==> config.mk <==
export PLATFORM = sky130hd
export DESIGN_NAME = pipe_stage_reg
export DESIGN_NICKNAME = d
export VERILOG_FILES = /design/src/rtl/pipe_pkg.sv /design/src/rtl/pipe_data_reg.sv /design/src/rtl/pipe_stage_reg.sv
export SDC_FILE = /design/constraint.sdc
export NUM_CORES = 1
export LEC_CHECK = 0
export BUFFER_PORTS_ARGS = -buffer_cell sky130_fd_sc_hd__clkbuf_2
export CAP_MARGIN = 5
export CORE_ASPECT_RATIO = 0.6
export CORE_MARGIN = 2
export CORE_UTILIZATION = 30
export DETAILED_ROUTE_END_ITERATION = 10
export MAX_ROUTING_LAYER = met4
export PLACE_DENSITY = 0.48
export SETUP_SLACK_MARGIN = 0.02
export SLEW_MARGIN = 40
export SYNTH_ARGS = -nofsm -noshare
export SYNTH_HDL_FRONTEND = slang
export SYNTH_SLANG_ARGS = --single-unit
==> constraint.sdc <==
create_clock -name clk -period 4.59 [get_ports clk]
set_input_delay 0.2295 -clock clk [delete_from_list [all_inputs] [get_ports clk]]
set_output_delay 0.2295 -clock clk [all_outputs]
set_load 0.005 [all_outputs]
==> src/rtl/pipe_pkg.sv <==
// Shared types and default constants for the two-entry pipeline stage.
package pipe_pkg;

    localparam int unsigned DefaultWidth = 32;
    localparam int unsigned DefaultCntW  = 16;

    // Encoding equals the number of beats held.
    typedef enum logic [1:0] {
        StEmpty = 2'd0,
        StBusy  = 2'd1,
        StFull  = 2'd2
    } pipe_state_e;

endpackage

==> src/rtl/pipe_data_reg.sv <==
// WIDTH-bit data register with clock enable and asynchronous reset to RESET_VAL.
module pipe_data_reg #(
    parameter int unsigned      WIDTH     = 32,
    parameter logic [WIDTH-1:0] RESET_VAL = '0
) (
    input  logic             clk,
    input  logic             rst,
    input  logic             en_i,
    input  logic [WIDTH-1:0] d_i,
    output logic [WIDTH-1:0] q_o
);

    logic [WIDTH-1:0] data_q;

    always_ff @(posedge clk or posedge rst) begin
        if (rst) begin
            data_q <= RESET_VAL;
        end else if (en_i) begin
            data_q <= d_i;
        end
    end

    assign q_o = data_q;

endmodule

==> src/rtl/pipe_stage_reg.sv <==
// Two-entry skid-buffer pipeline stage: registered valid/ready, in-order delivery,
// synchronous flush and a saturating back-pressure counter.
module pipe_stage_reg
    import pipe_pkg::*;
#(
    parameter int unsigned      WIDTH     = DefaultWidth,
    parameter logic [WIDTH-1:0] RESET_VAL = '0,
    parameter int unsigned      CNT_W     = DefaultCntW
) (
    input  logic             clk,
    input  logic             rst,
    input  logic             in_valid,
    input  logic [WIDTH-1:0] in_data,
    output logic             in_ready,
    output logic             out_valid,
    output logic [WIDTH-1:0] out_data,
    input  logic             out_ready,
    input  logic             flush,
    output logic [1:0]       occupancy,
    output logic [CNT_W-1:0] stall_cnt
);

    pipe_state_e      state_q, state_d;
    logic [CNT_W-1:0] stall_q, stall_d;
    logic [WIDTH-1:0] main_d, skid_q;
    logic             main_en, skid_en, main_from_skid;
    logic             in_xfer, out_xfer;

    // Handshake outputs depend on registered state only.
    always_comb begin
        in_ready  = 1'b1;
        out_valid = 1'b0;
        occupancy = 2'd0;
        case (state_q)
            StBusy: begin
                out_valid = 1'b1;
                occupancy = 2'd1;
            end
            StFull: begin
                in_ready  = 1'b0;
                out_valid = 1'b1;
                occupancy = 2'd2;
            end
            default: ;
        endcase
    end

    assign in_xfer  = in_valid & in_ready;
    assign out_xfer = out_valid & out_ready;

    always_comb begin
        state_d        = state_q;
        main_en        = 1'b0;
        skid_en        = 1'b0;
        main_from_skid = 1'b0;
        if (flush) begin
            state_d = StEmpty;
        end else begin
            case (state_q)
                StEmpty: begin
                    if (in_xfer) begin
                        main_en = 1'b1;
                        state_d = StBusy;
                    end
                end
                StBusy: begin
                    if (in_xfer && out_xfer) begin
                        main_en = 1'b1;
                    end else if (in_xfer) begin
                        skid_en = 1'b1;
                        state_d = StFull;
                    end else if (out_xfer) begin
                        state_d = StEmpty;
                    end
                end
                StFull: begin
                    if (out_xfer) begin
                        main_en        = 1'b1;
                        main_from_skid = 1'b1;
                        state_d        = StBusy;
                    end
                end
                default: state_d = StEmpty;
            endcase
        end
    end

    assign main_d = main_from_skid ? skid_q : in_data;

    always_comb begin
        stall_d = stall_q;
        if (out_valid && !out_ready && !flush && (stall_q != {CNT_W{1'b1}})) begin
            stall_d = stall_q + CNT_W'(1);
        end
    end

    always_ff @(posedge clk or posedge rst) begin
        if (rst) begin
            state_q <= StEmpty;
            stall_q <= '0;
        end else begin
            state_q <= state_d;
            stall_q <= stall_d;
        end
    end

    assign stall_cnt = stall_q;

    pipe_data_reg #(
        .WIDTH     (WIDTH),
        .RESET_VAL (RESET_VAL)
    ) u_main (
        .clk  (clk),
        .rst  (rst),
        .en_i (main_en),
        .d_i  (main_d),
        .q_o  (out_data)
    );

    pipe_data_reg #(
        .WIDTH     (WIDTH),
        .RESET_VAL (RESET_VAL)
    ) u_skid (
        .clk  (clk),
        .rst  (rst),
        .en_i (skid_en),
        .d_i  (in_data),
        .q_o  (skid_q)
    );

endmodule

; ---- Yosys cells after proc, flatten, opt, wreduce, memory -nomap -nowiden
; Cells that the tools add are included.
[totals]
register_bits = 82
word_cells = 44
[op_classes]
add_sub_neg = 1
n_eq_ne = 7
n_mux = 21
bitwise = 2
reduce_logical = 9
[ops]
columns = cell, n
row1 = $mux W32, 1
row2 = $add A16 B1 Y16 const B, 1
row3 = $ne A16 B16 Y1 const B, 1
row4 = $mux W2, 6
row5 = $mux W1, 11
row6 = $ne A3 B3 Y1 const B, 3
row7 = $pmux W2 S3, 1
row8 = $logic_and A1 B1 Y1, 4
row9 = $ne A4 B4 Y1 const B, 1
row10 = $pmux W2 S2, 1
row11 = $reduce_and A4 Y1, 1
row12 = $pmux W1 S3, 1
row13 = $and A1 B1 Y1, 2
row14 = $eq A2 B1 Y1 const B, 1
row15 = $eq A2 B2 Y1 const B, 1
row16 = $logic_not A1 Y1, 2
row17 = $logic_not A2 Y1, 1
row18 = $reduce_or A2 Y1, 1

; ---- Logic depth before layout (Yosys ltp)
; Gate-level depths: netlist of the first run.
[depth]
ltp_word = 9
depth_mapped = 7
mapped_depth_nobuf = 6

; ---- By module
; A second synthesis of the first run with hierarchy kept.
[hier_totals]
hier_cells = 273
area_unflattened_um2 = 4129.0
[modules_own_cells]
columns = mod, n_inst, cells_per_inst, area_per_inst_um2
row1 = pipe_data_reg, 2, 69, 1348.8
row2 = pipe_stage_reg, 1, 135, 1431.4

; ---- Least setup slack after synthesis of the first run
; OpenSTA, ideal clock, no wires.
[synth_path]
kind = register to register
startpoint = register state_q[0]
endpoint = register stall_q[15], in the netlist stall_cnt[15]
setup_ns = 0.127
t_arrival_ns = 1.840
required_time_ns = 4.463
path_slack_ns = 2.622
path_stages_with_launch = 8
cell_sequence = dfrtp_1 -> inv_1 -> ha_1 -> nor3b_2 -> and3_1 -> buf_2 -> nand3_1 -> mux2_1
[synth_between]
elab_chain_len = 6
word_cells_on_any_way = 7
cone_classes = eq/ne (2) / mux (1) / reduce/logical (4)
[synth_rtl]
columns = element, line_no
row1 = start: declaration, pipe_stage_reg.sv:23  ; pipe_state_e state_q, state_d;
row2 = start signal: assignment, pipe_stage_reg.sv:99  ; state_q <= StEmpty;
row3 = start signal: assignment, pipe_stage_reg.sv:102  ; state_q <= state_d;
row4 = $eq A2 B2 Y1 / $eq A2 B1 Y1 (equally long branches), pipe_stage_reg.sv:34  ; case (state_q)
row5 = $reduce_or A2 Y1 (no line) (*), -
row6 = $mux W1 (*), pipe_stage_reg.sv:34
row7 = named net out_valid, pipe_stage_reg.sv:15  ; output logic out_valid,
row8 = $logic_and A1 B1 Y1 (*) (3 in series), pipe_stage_reg.sv:92  ; if (out_valid && !out_ready && !flush && (stall_q != {CNT_W{1'b1}})) begin
row9 = end signal: assignment, pipe_stage_reg.sv:103  ; stall_q <= stall_d;
row10 = end: declaration, pipe_stage_reg.sv:24  ; logic [CNT_W-1:0] stall_q, stall_d;
; The timed path passes the listed nets; every way through them passes the cells marked *.
; A chain may end at the register's enable or synchronous reset.

; ---- Final worst setup path of the first run
[layout_path]
startpoint = register state_q[0]
endpoint = register stall_q[15], in the netlist stall_cnt[15]
[layout_between]
elab_chain_len = 6
word_cells_on_any_way = 7
cone_classes = eq/ne (2) / mux (1) / reduce/logical (4)
[layout_rtl]
columns = element, line_no
row1 = $eq A2 B2 Y1 / $eq A2 B1 Y1 (equally long branches), pipe_stage_reg.sv:34
row2 = $reduce_or A2 Y1 (no line) (*), -
row3 = $mux W1 (*), pipe_stage_reg.sv:34
row4 = $logic_and A1 B1 Y1 (*) (3 in series), pipe_stage_reg.sv:92
; Every way passes the cells marked *; elsewhere a longest branch is shown, timed or not.

==> results of run 1 <==
## kinds of logic after synthesis
| kind of cell | count (synthesis) | share of synthesized area (%) |
|---|---|---|
| AO/OA/AOI/OAI | 39 | 8.416 |
| multiplexers | 68 | 18.57 |
| AND/OR/NAND/NOR | 82 | 12.59 |
| XOR/XNOR | 13 | 2.923 |
| flip-flops | 82 | 52.68 |
| adder cells (fa/ha/maj) | 5 | 1.606 |
| buffers and inverters | 19 | 3.212 |
## per-stage QoR
stage | hold slack (ns) | total power, mW | area [um2] | setup WS [ns]
floorplan | 0.3612 | 1.743 | 3895 | 2.252
global placement | 0.4169 | 2.022 | 4473 | 2.217
detailed placement | 0.2756 | 2.044 | 4481 | 2.262
CTS | 0.1056 | 2.784 | 4785 | 2.242
global route | 0.1108 | 2.942 | 4785 | 2.084
finish | 0.1230 | 2.733 | 4785 | 2.241
## sequential cells by signal, summed over array words and instances, names as in the netlist
| name | flops |
|---|---|
| u_main.q_o | 32 |
| u_skid.q_o | 32 |
| stall_cnt | 16 |
| state_q | 2 |
## metal layers
layer / global-route usage (%) / routed length, um
met1: 19.22 / 4421
met2: 17.27 / 3313
met3: 4.478 / 523
met4: 3.738 / 85
met5: - / 0
## power by group
group	switching [mW]	internal, mW	leakage (nW)
Combinational	0.399	0.402	1.19
Sequential	0.187	1.02	0.981
Clock	0.287	0.435	0.142
Total	0.873	1.86	2.31
## worst max path at each step
stage                    start        endpoint  slack [ns]
floorplan                  rst    stall_cnt[0]        2.25
CTS                 state_q[0]   stall_cnt[15]        2.24
finish              state_q[0]   stall_cnt[15]        2.24
global route        state_q[0]   stall_cnt[15]        2.08
detailed placement  state_q[0]   stall_cnt[15]        2.26
global placement    state_q[0]  u_main.q_o[30]        2.22
## area by class of cell
class	count	area (um2)	area share (%)
clock buffers	11	242.7	5.073
clock inverters	4	51.30	1.072
inverters	5	23.77	0.4969
multi-input cells	207	1718	35.90
flip-flops and latches	82	2052	42.89
well taps	170	212.7	4.446
repair buffers	93	484.2	10.12
## worst register-to-register path, stage by stage (launching register included)
cell and delay (ns):
dfrtp_1 0.40, inv_1 0.09, ha_1 0.40, nor3b_2 0.51, and3_1 0.39, nand3_1 0.12, mux2_1 0.34
## cells in the mapped netlist (2+ instances only)
| library cell | instances | area share, % |
|---|---|---|
| mux2_1 | 34 | 9.8 |
| xnor2_1 | 11 | 2.5 |
| buf_6 | 6 | 1.7 |
| a21oi_2 | 28 | 6.3 |
| buf_2 | 7 | 0.90 |
| and4_1 | 2 | 0.45 |
| ha_1 | 5 | 1.6 |
| xor2_1 | 2 | 0.45 |
| inv_1 | 5 | 0.48 |
| a31oi_1 | 2 | 0.32 |
| mux2i_1 | 34 | 8.7 |
| nand3b_1 | 3 | 0.58 |
| a21oi_1 | 4 | 0.51 |
| nand2b_1 | 3 | 0.48 |
| nand2_1 | 8 | 0.77 |
| o21ai_0 | 2 | 0.26 |
| nand4_1 | 8 | 1.3 |
| nor3_1 | 2 | 0.26 |
| nor2_1 | 9 | 0.87 |
| and3_1 | 5 | 0.80 |
| nand3_1 | 7 | 0.90 |
| nor2_2 | 28 | 4.5 |
| dfrtp_1 | 82 | 53 |
==> run metrics, run 1 <==
status finished, final reports clean; # hold bufs at CTS 1; fin crit period 2.349 ns; Area growth syn-to-layout 22.84%; largest net degree at the start of global routing 65; antenna violations before repair 0; placed instance count 556; crit share post-route 51.19%; CORE AREA 12770 um2; Data arrival, critical path 2.57 ns; Die Footprint 13940 um2; ant diodes 0; Buffers on Ports 88; Util after Layout 37.46%; Fin Setup TNS 0 ns; number of global-route vias before repair 2507; max cap viols 0; Die Y 92.26 um; vias per cell 4.526; most common cell after layout, fill and taps aside clkbuf_2; async set-reset flop share out of synthesis 100.0%; PD cells 571.2 nW/um2; unrepaired setup endpoints after global routing no; final setup fails 0; DR WL/cell 14.59 um; # nets final 440; Fmax 0.4256 GHz; sequential area share after synthesis 52.68%; worst skew pair latency 0.33 ns; global-route wire length before repair 13.59 mm; Peak VDD IR 0.0002297 V; Worst R2R End stall_cnt[15]; die width 151.1 um; H-Tree Depth 3; clk_skew 0.007381 ns; Max Buffers Root-to-Sink 2; Hold Crit Depth 2; CP peak stage delay 0.51 ns; slew at the pin closest to its max-slew limit 0.7000 ns; Routed Wire Length 8.343 mm; DRC Markers 0; starting density of the core 30.50%; io pins 89; YS warnings 0; Post-synth EDFFs 0; Crit path buffers/inverters 1; reg2reg start state_q[0]; Rows 32; clock sink total 82; worst hold path endpoint u_skid.q_o[11]; Layout fillers 1283; min-delay worst type input port to flop; Final Max Slew Viols 0; Clock Tree Root clkbuf_16; Detailed Routing Iterations Pass 1 4; Syn Inst Count 308; total grt overflow 0; WP data required 4.81 ns; CTS tree built; fin cells 572; Worst Setup End Kind flop; ys flop type dfrtp_1; Setup CP Type flop to flop; startpoint types flop; Fin. Hold Viols 0; Stages on worst setup path 6; antenna viol nets, final 0; GRT Util Overall 13.23%; Post-DP HPWL 5.659 mm; Hold Path Origin in_data[11]; number of post-CTS setup repair buffers 0; CP top delay family simple AND/OR/NAND/NOR gates; clock slew at reported path FFs 0.06 ns; First DRT Iteration DRCs 143; Yosys reg bits 82; Max-Slew Margin vs Limit 53.33%; Mapped Nets 350; Via Count 2589; total CTS buffers 9; routability congestion estimate 0.7567; synthesized area 3895 um2; worst-path cell with the longest stage delay nor3b_2; largest fanout on the critical path 7; leakage power total 2.312 nW; syn_area_per_cell 12.65 um2; reg-to-reg setup timing slack 2.24 ns; number of gates resized after cts 0; commonest cells after routing, fill and taps aside 88 x clkbuf_2, 82 x dfrtp_1, 34 x mux2i_1, 34 x mux2_1; reg2reg path depth 6; worst path cell trace inv_1, ha_1, nor3b_2, and3_1, nand3_1, mux2_1; share of cells above drive strength 1 41.29%; library cells used by synthesis 34
Note: power is estimated with default switching activity, not from simulation.
==> inputs of run 2 (changes only) <==
ABC_AREA = 1   (was not set)
clock period = 2.45 ns   (was 4.59 ns; I/O delays follow)
==> run 2 against run 1 <==
Sequential share of layout area shrank 1.7 points. Die area up 4.3%. Non-clock buffer count rose by 4. Synthesized area grew 4.5%. Via count is 35% higher. Combinational power rose by 91%.
==> run metrics, run 2 <==
PD cells 996.9 nW/um2; Die Footprint 14540 um2; routability congestion estimate 0.7627; Fmax 0.5104 GHz; Buffers on Ports 88; startpoint types flop; ys flop type dfrtp_1; Data arrival, critical path 2.23 ns; worst path cell trace inv_1, ha_1, inv_2, nand2_4, inv_1, nand2_1, nand3_2, nand2_4, nand2_1, nand2_1; YS warnings 0; Detailed Routing Iterations Pass 1 4; worst skew pair latency 0.34 ns; die width 154.4 um; Via Count 3505; Die Y 94.21 um; total CTS buffers 9; clock sink total 82; Syn Inst Count 526; slew at the pin closest to its max-slew limit 0.5152 ns; Final Max Slew Viols 0; CORE AREA 13050 um2; CP peak stage delay 0.41 ns; max cap viols 0; clk_skew 0.005654 ns; Fin. Hold Viols 0; Area growth syn-to-layout 22.36%; most common cell after layout, fill and taps aside nand2_1; largest net degree at the start of global routing 65; Setup CP Type flop to flop; clock slew at reported path FFs 0.06 ns; overall power 4.963 mW; Util after Layout 38.14%; syn_area_per_cell 7.736 um2; top cell type's share of synthesized area 50.43%; library cells used by synthesis 25; vias per cell 4.465; min-delay worst type input port to flop; Post-synth EDFFs 0; Post-DP HPWL 7.442 mm; io pins 89; ranking of synthesized cells by area dfrtp_1 50%, nand2_1 19%, o21ai_0 7.9%; First DRT Iteration DRCs 204; commonest cells after routing, fill and taps aside 209 x nand2_1, 88 x clkbuf_2, 82 x dfrtp_1, 64 x o21ai_0, 47 x inv_1; most common cell in the synthesized netlist nand2_1; Worst Setup End Kind flop; leakage power total 2.615 nW; Synth top cells by count 209 x nand2_1, 82 x dfrtp_1, 64 x o21ai_0, 48 x inv_1, 41 x nand3_1; DRC Markers 0; Yosys reg bits 82; Fin Setup TNS 0 ns; async set-reset flop share out of synthesis 100.0%; DR WL/cell 13.19 um; placed cell area 4681 um2; GRT Util Overall 15.58%; Rows 32; unrepaired setup endpoints after global routing no; Max Buffers Root-to-Sink 2; largest fanout on the critical path 32; crit share post-route 79.98%; Max-Slew Margin vs Limit 65.65%; worst-path cell with the longest stage delay dfrtp_1; total grt overflow 0; Peak VDD IR 0.0003325 V; share of cells above drive strength 1 20.33%; fin crit period 1.959 ns; antenna violations before repair 0; leading area contributor after synthesis dfrtp_1; CP most frequent cell nand2_1; Design Area, Final 4979 um2; sequential area share after synthesis 50.43%; number of global-route vias before repair 3291; worst hold margin 0.01204 ns; status finished, final reports clean; H-Tree Depth 3; antenna viol nets, final 0; Clock Tree Root clkbuf_16; starting density of the core 31.17%; global-route wire length before repair 17.08 mm; Mapped Nets 568; # nets final 653; synthesized area 4069 um2; WP data required 2.72 ns; ant diodes 0; Routed Wire Length 10.35 mm; CTS tree built; final setup fails 0
## run 2: cell count changes in the layout (fill, tap and decap cells not counted), sizes merged, moves of 3 or more
cell    previous run  this run
a21oi             32         2
and3               5         0
buf                4         7
inv                5        52
mux2              34         0
mux2i             34         0
nand2              8       214
nand2b             3         0
nand3              7        43
nand4              9         5
nor2              37        20
o21ai              3        68
xnor2             11         8
## run 2: final timing paths
check	from	endpoint	slack (ns)	cells past startpoint
setup / recovery	state_q[0]	u_main.q_o[9]	0.49	10
min in group asynchronous	rst	state_q[1]	0.38	3
hold reg to reg	u_main.q_o[22]	u_main.q_o[22]	0.47	2
max in group asynchronous	rst	u_main.q_o[12]	1.46	4
hold / removal	in_data[22]	u_skid.q_o[22]	0.01	3
setup reg to reg	state_q[0]	u_main.q_o[9]	0.49	10
## run 2: routing by layer
metal  wire length [um]  up-vias  track usage, %
met5                  0        -               -
met4                 94        0           3.472
met3                600        9           4.382
met2               4338       78           22.42
met1               5320     1597           21.86
li1                   -     1821               -
## run 2: through the flow
stage               std cells  worst slack, ns
finish                    785           0.4906
global route              785           0.2467
CTS                       785           0.2663
detailed placement        768           0.2886
global placement          768           0.4061
floorplan                 526           0.2191
## run 2: timing repair
item / CTS / global route
resized for setup: 0 / 1
hold buffers: 2 / 0
setup buffers: 0 / 0
hold endpoints to repair: 38 / 0
endpoints found under the setup margin: 0 / 1
## run 2: area by class of cell
type	instances	area, um2
fill	1382	8074
sequential	82	2052
multi-input combinational	369	1694
timing repair buffer	97	550.5
clock buffer	12	256.5
tap	170	212.7
inverter	52	197.7
clock inverter	3	15.01
## run 2: worst max-delay path: cells and delay by family, from the launching register on
kind                     cells  cell delay [ns]
buffers and inverters        3             0.24
adder cells (fa/ha/maj)      1             0.27
AND/OR/NAND/NOR              6             0.98
flip-flops                   1             0.41
## run 2: report_power, final
part	leakage [nW]	switching, mW	internal (mW)	total (mW)
logic	1.44	0.928	0.603	1.53
clock network	0.138	0.520	0.731	1.25
registers	1.03	0.276	1.91	2.18
## run 2: kinds of logic after synthesis
| kind of cell | share of synthesized area (%) |
|---|---|
| buffers and inverters | 8.241 |
| flip-flops | 50.43 |
| adder cells (fa/ha/maj) | 1.538 |
| AND/OR/NAND/NOR | 29.27 |
| AO/OA/AOI/OAI | 8.795 |
| XOR/XNOR | 1.722 |
==> inputs of run 3 (changes only) <==
ABC_AREA = 0   (was 1)
PLACE_DENSITY = 0.5   (was 0.48)
clock period = 1.7 ns   (was 2.45 ns; I/O delays follow)
==> run 3 against run 2 <==
The run now ends with setup timing left. Die area down 4.1%. Clock skew up 0.0053 ns. Combinational power up 80%. Clock power up 65%. Non-clock buffer count up 58. Sequential share of layout area down 4.5 points. Setup slack worse by 0.59 ns. Hold slack about the same. Sequential power up 50%. Largest power group unchanged.
==> run metrics, run 3 (synthesis gave the netlist of run 1 again) <==
status complete, but fails checks; failing checks setup timing; number of global-route vias before repair 2879; global-route wire length before repair 14.27 mm; clock sink total 82; share of cells above drive strength 1 46.88%; io pins 89; Setup CP Type flop to flop; # nets final 502; Rows 32; clock slew at reported path FFs 0.06 ns; antenna viol nets, final 0; vias per cell 4.427; CORE AREA 12770 um2; startpoint types flop; clk_skew 0.01098 ns; crit share post-route 105.9%; Detailed Routing Iterations Pass 1 4; Die Y 92.26 um; H-Tree Depth 3; Clock Tree Root clkbuf_16; slew at the pin closest to its max-slew limit 0.4615 ns; Routed Wire Length 8.901 mm; GRT Util Overall 13.76%; Die Footprint 13940 um2; DRC Markers 0; placed cell area 4826 um2; min-delay worst type input port to flop; fin cells 635; Post-DP HPWL 5.920 mm; Peak VDD IR 0.0006101 V; WP data required 1.91 ns; largest fanout on the critical path 32; leakage power total 2.666 nW; Area growth syn-to-layout 43.30%; reg2reg path depth 6; antenna violations before repair 0; total grt overflow 0; Fin. Hold Viols 0; Max Buffers Root-to-Sink 2; die width 151.1 um; Design Area, Final 5582 um2; most common cell after layout, fill and taps aside clkbuf_2; First DRT Iteration DRCs 114; Worst Setup End Kind flop; max cap viols 0; routability congestion estimate 0.7495; Via Count 2811; Buffers on Ports 88; worst hold margin 0.01213 ns; Final WS setup -0.1009 ns; Data arrival, critical path 2.01 ns; unrepaired setup endpoints after global routing yes; placed instance count 583; PD cells 1451 nW/um2; total CTS buffers 9; starting density of the core 30.50%; Fmax 0.5553 GHz; fin crit period 1.801 ns; DR WL/cell 14.02 um; worst skew pair latency 0.33 ns; Max-Slew Margin vs Limit 69.23%; Final Max Slew Viols 0; largest net degree at the start of global routing 83; Hold Crit Depth 2; commonest cells after routing, fill and taps aside 88 x clkbuf_2, 82 x dfrtp_1, 34 x mux2i_1, 32 x mux2_1; CTS tree built; final setup fails 69; ant diodes 0
==> run 3: worst paths after layout <==
check / startpoint / end / slack (ns)
max: state_q[0] / u_skid.q_o[25] / -0.10
min: in_data[0] / u_skid.q_o[0] / 0.01
min in group asynchronous: rst / u_skid.q_o[14] / 0.39
min reg2reg: u_skid.q_o[26] / u_skid.q_o[26] / 0.49
max reg2reg: state_q[0] / u_skid.q_o[25] / -0.10
max in group asynchronous: rst / u_skid.q_o[1] / 0.93
==> run 3: repair_timing <==
item	4_1_cts	5_1_grt
hold buffers	30	0
setup endpoints to repair	69	76
setup buffers	2	4
resized for setup	6	15
pin swaps	3	11
endpoints found under the hold margin	111	0
==> run 3: metrics by stage <==
stage	utilization (%)	power, mW	TNS [ns]	setup slack [ns]
floorplan	-	4.771	-4.755	-0.1122
global placement	37.78	5.798	-3.442	-0.08871
detailed placement	37.78	5.891	-5.571	-0.1222
CTS	42.93	8.098	-4.786	-0.09867
global route	43.70	8.652	-10.66	-0.1791
finish	43.70	8.100	-4.938	-0.1009
==> run 3: power by group <==
part	leakage [nW]	total [mW]	internal [mW]	switching, mW
clock network	0.147	2.06	1.29	0.773
logic	1.54	2.75	1.53	1.22
registers	0.981	3.28	2.77	0.515
total	2.67	8.10	5.59	2.51
==> run 3: critical path, stage by stage (launching register included) <==
cell	delay, ns
dfrtp_1	0.41
inv_2	0.10
ha_2	0.24
and3b_1	0.20
nand3b_1	0.13
buf_12	0.23
mux2_1	0.35
==> run 3: final cells by class <==
class                      count  area [um2]
fill                        1178        7191
sequential                    82        2052
multi-input combinational    207        1828
timing repair buffer         155        1154
clock buffer                  12       236.5
tap                          170       212.7
clock inverter                 4       76.32
inverter                       5       22.52
==> run 3: routing by layer <==
metal,vias to the layer above,part of all wire (%),track usage (%)
met5,-,0,-
met4,0,1.0,3.271
met3,10,5.9,4.527
met2,68,43,20.64
met1,1345,50,18.08
li1,1388,-,-
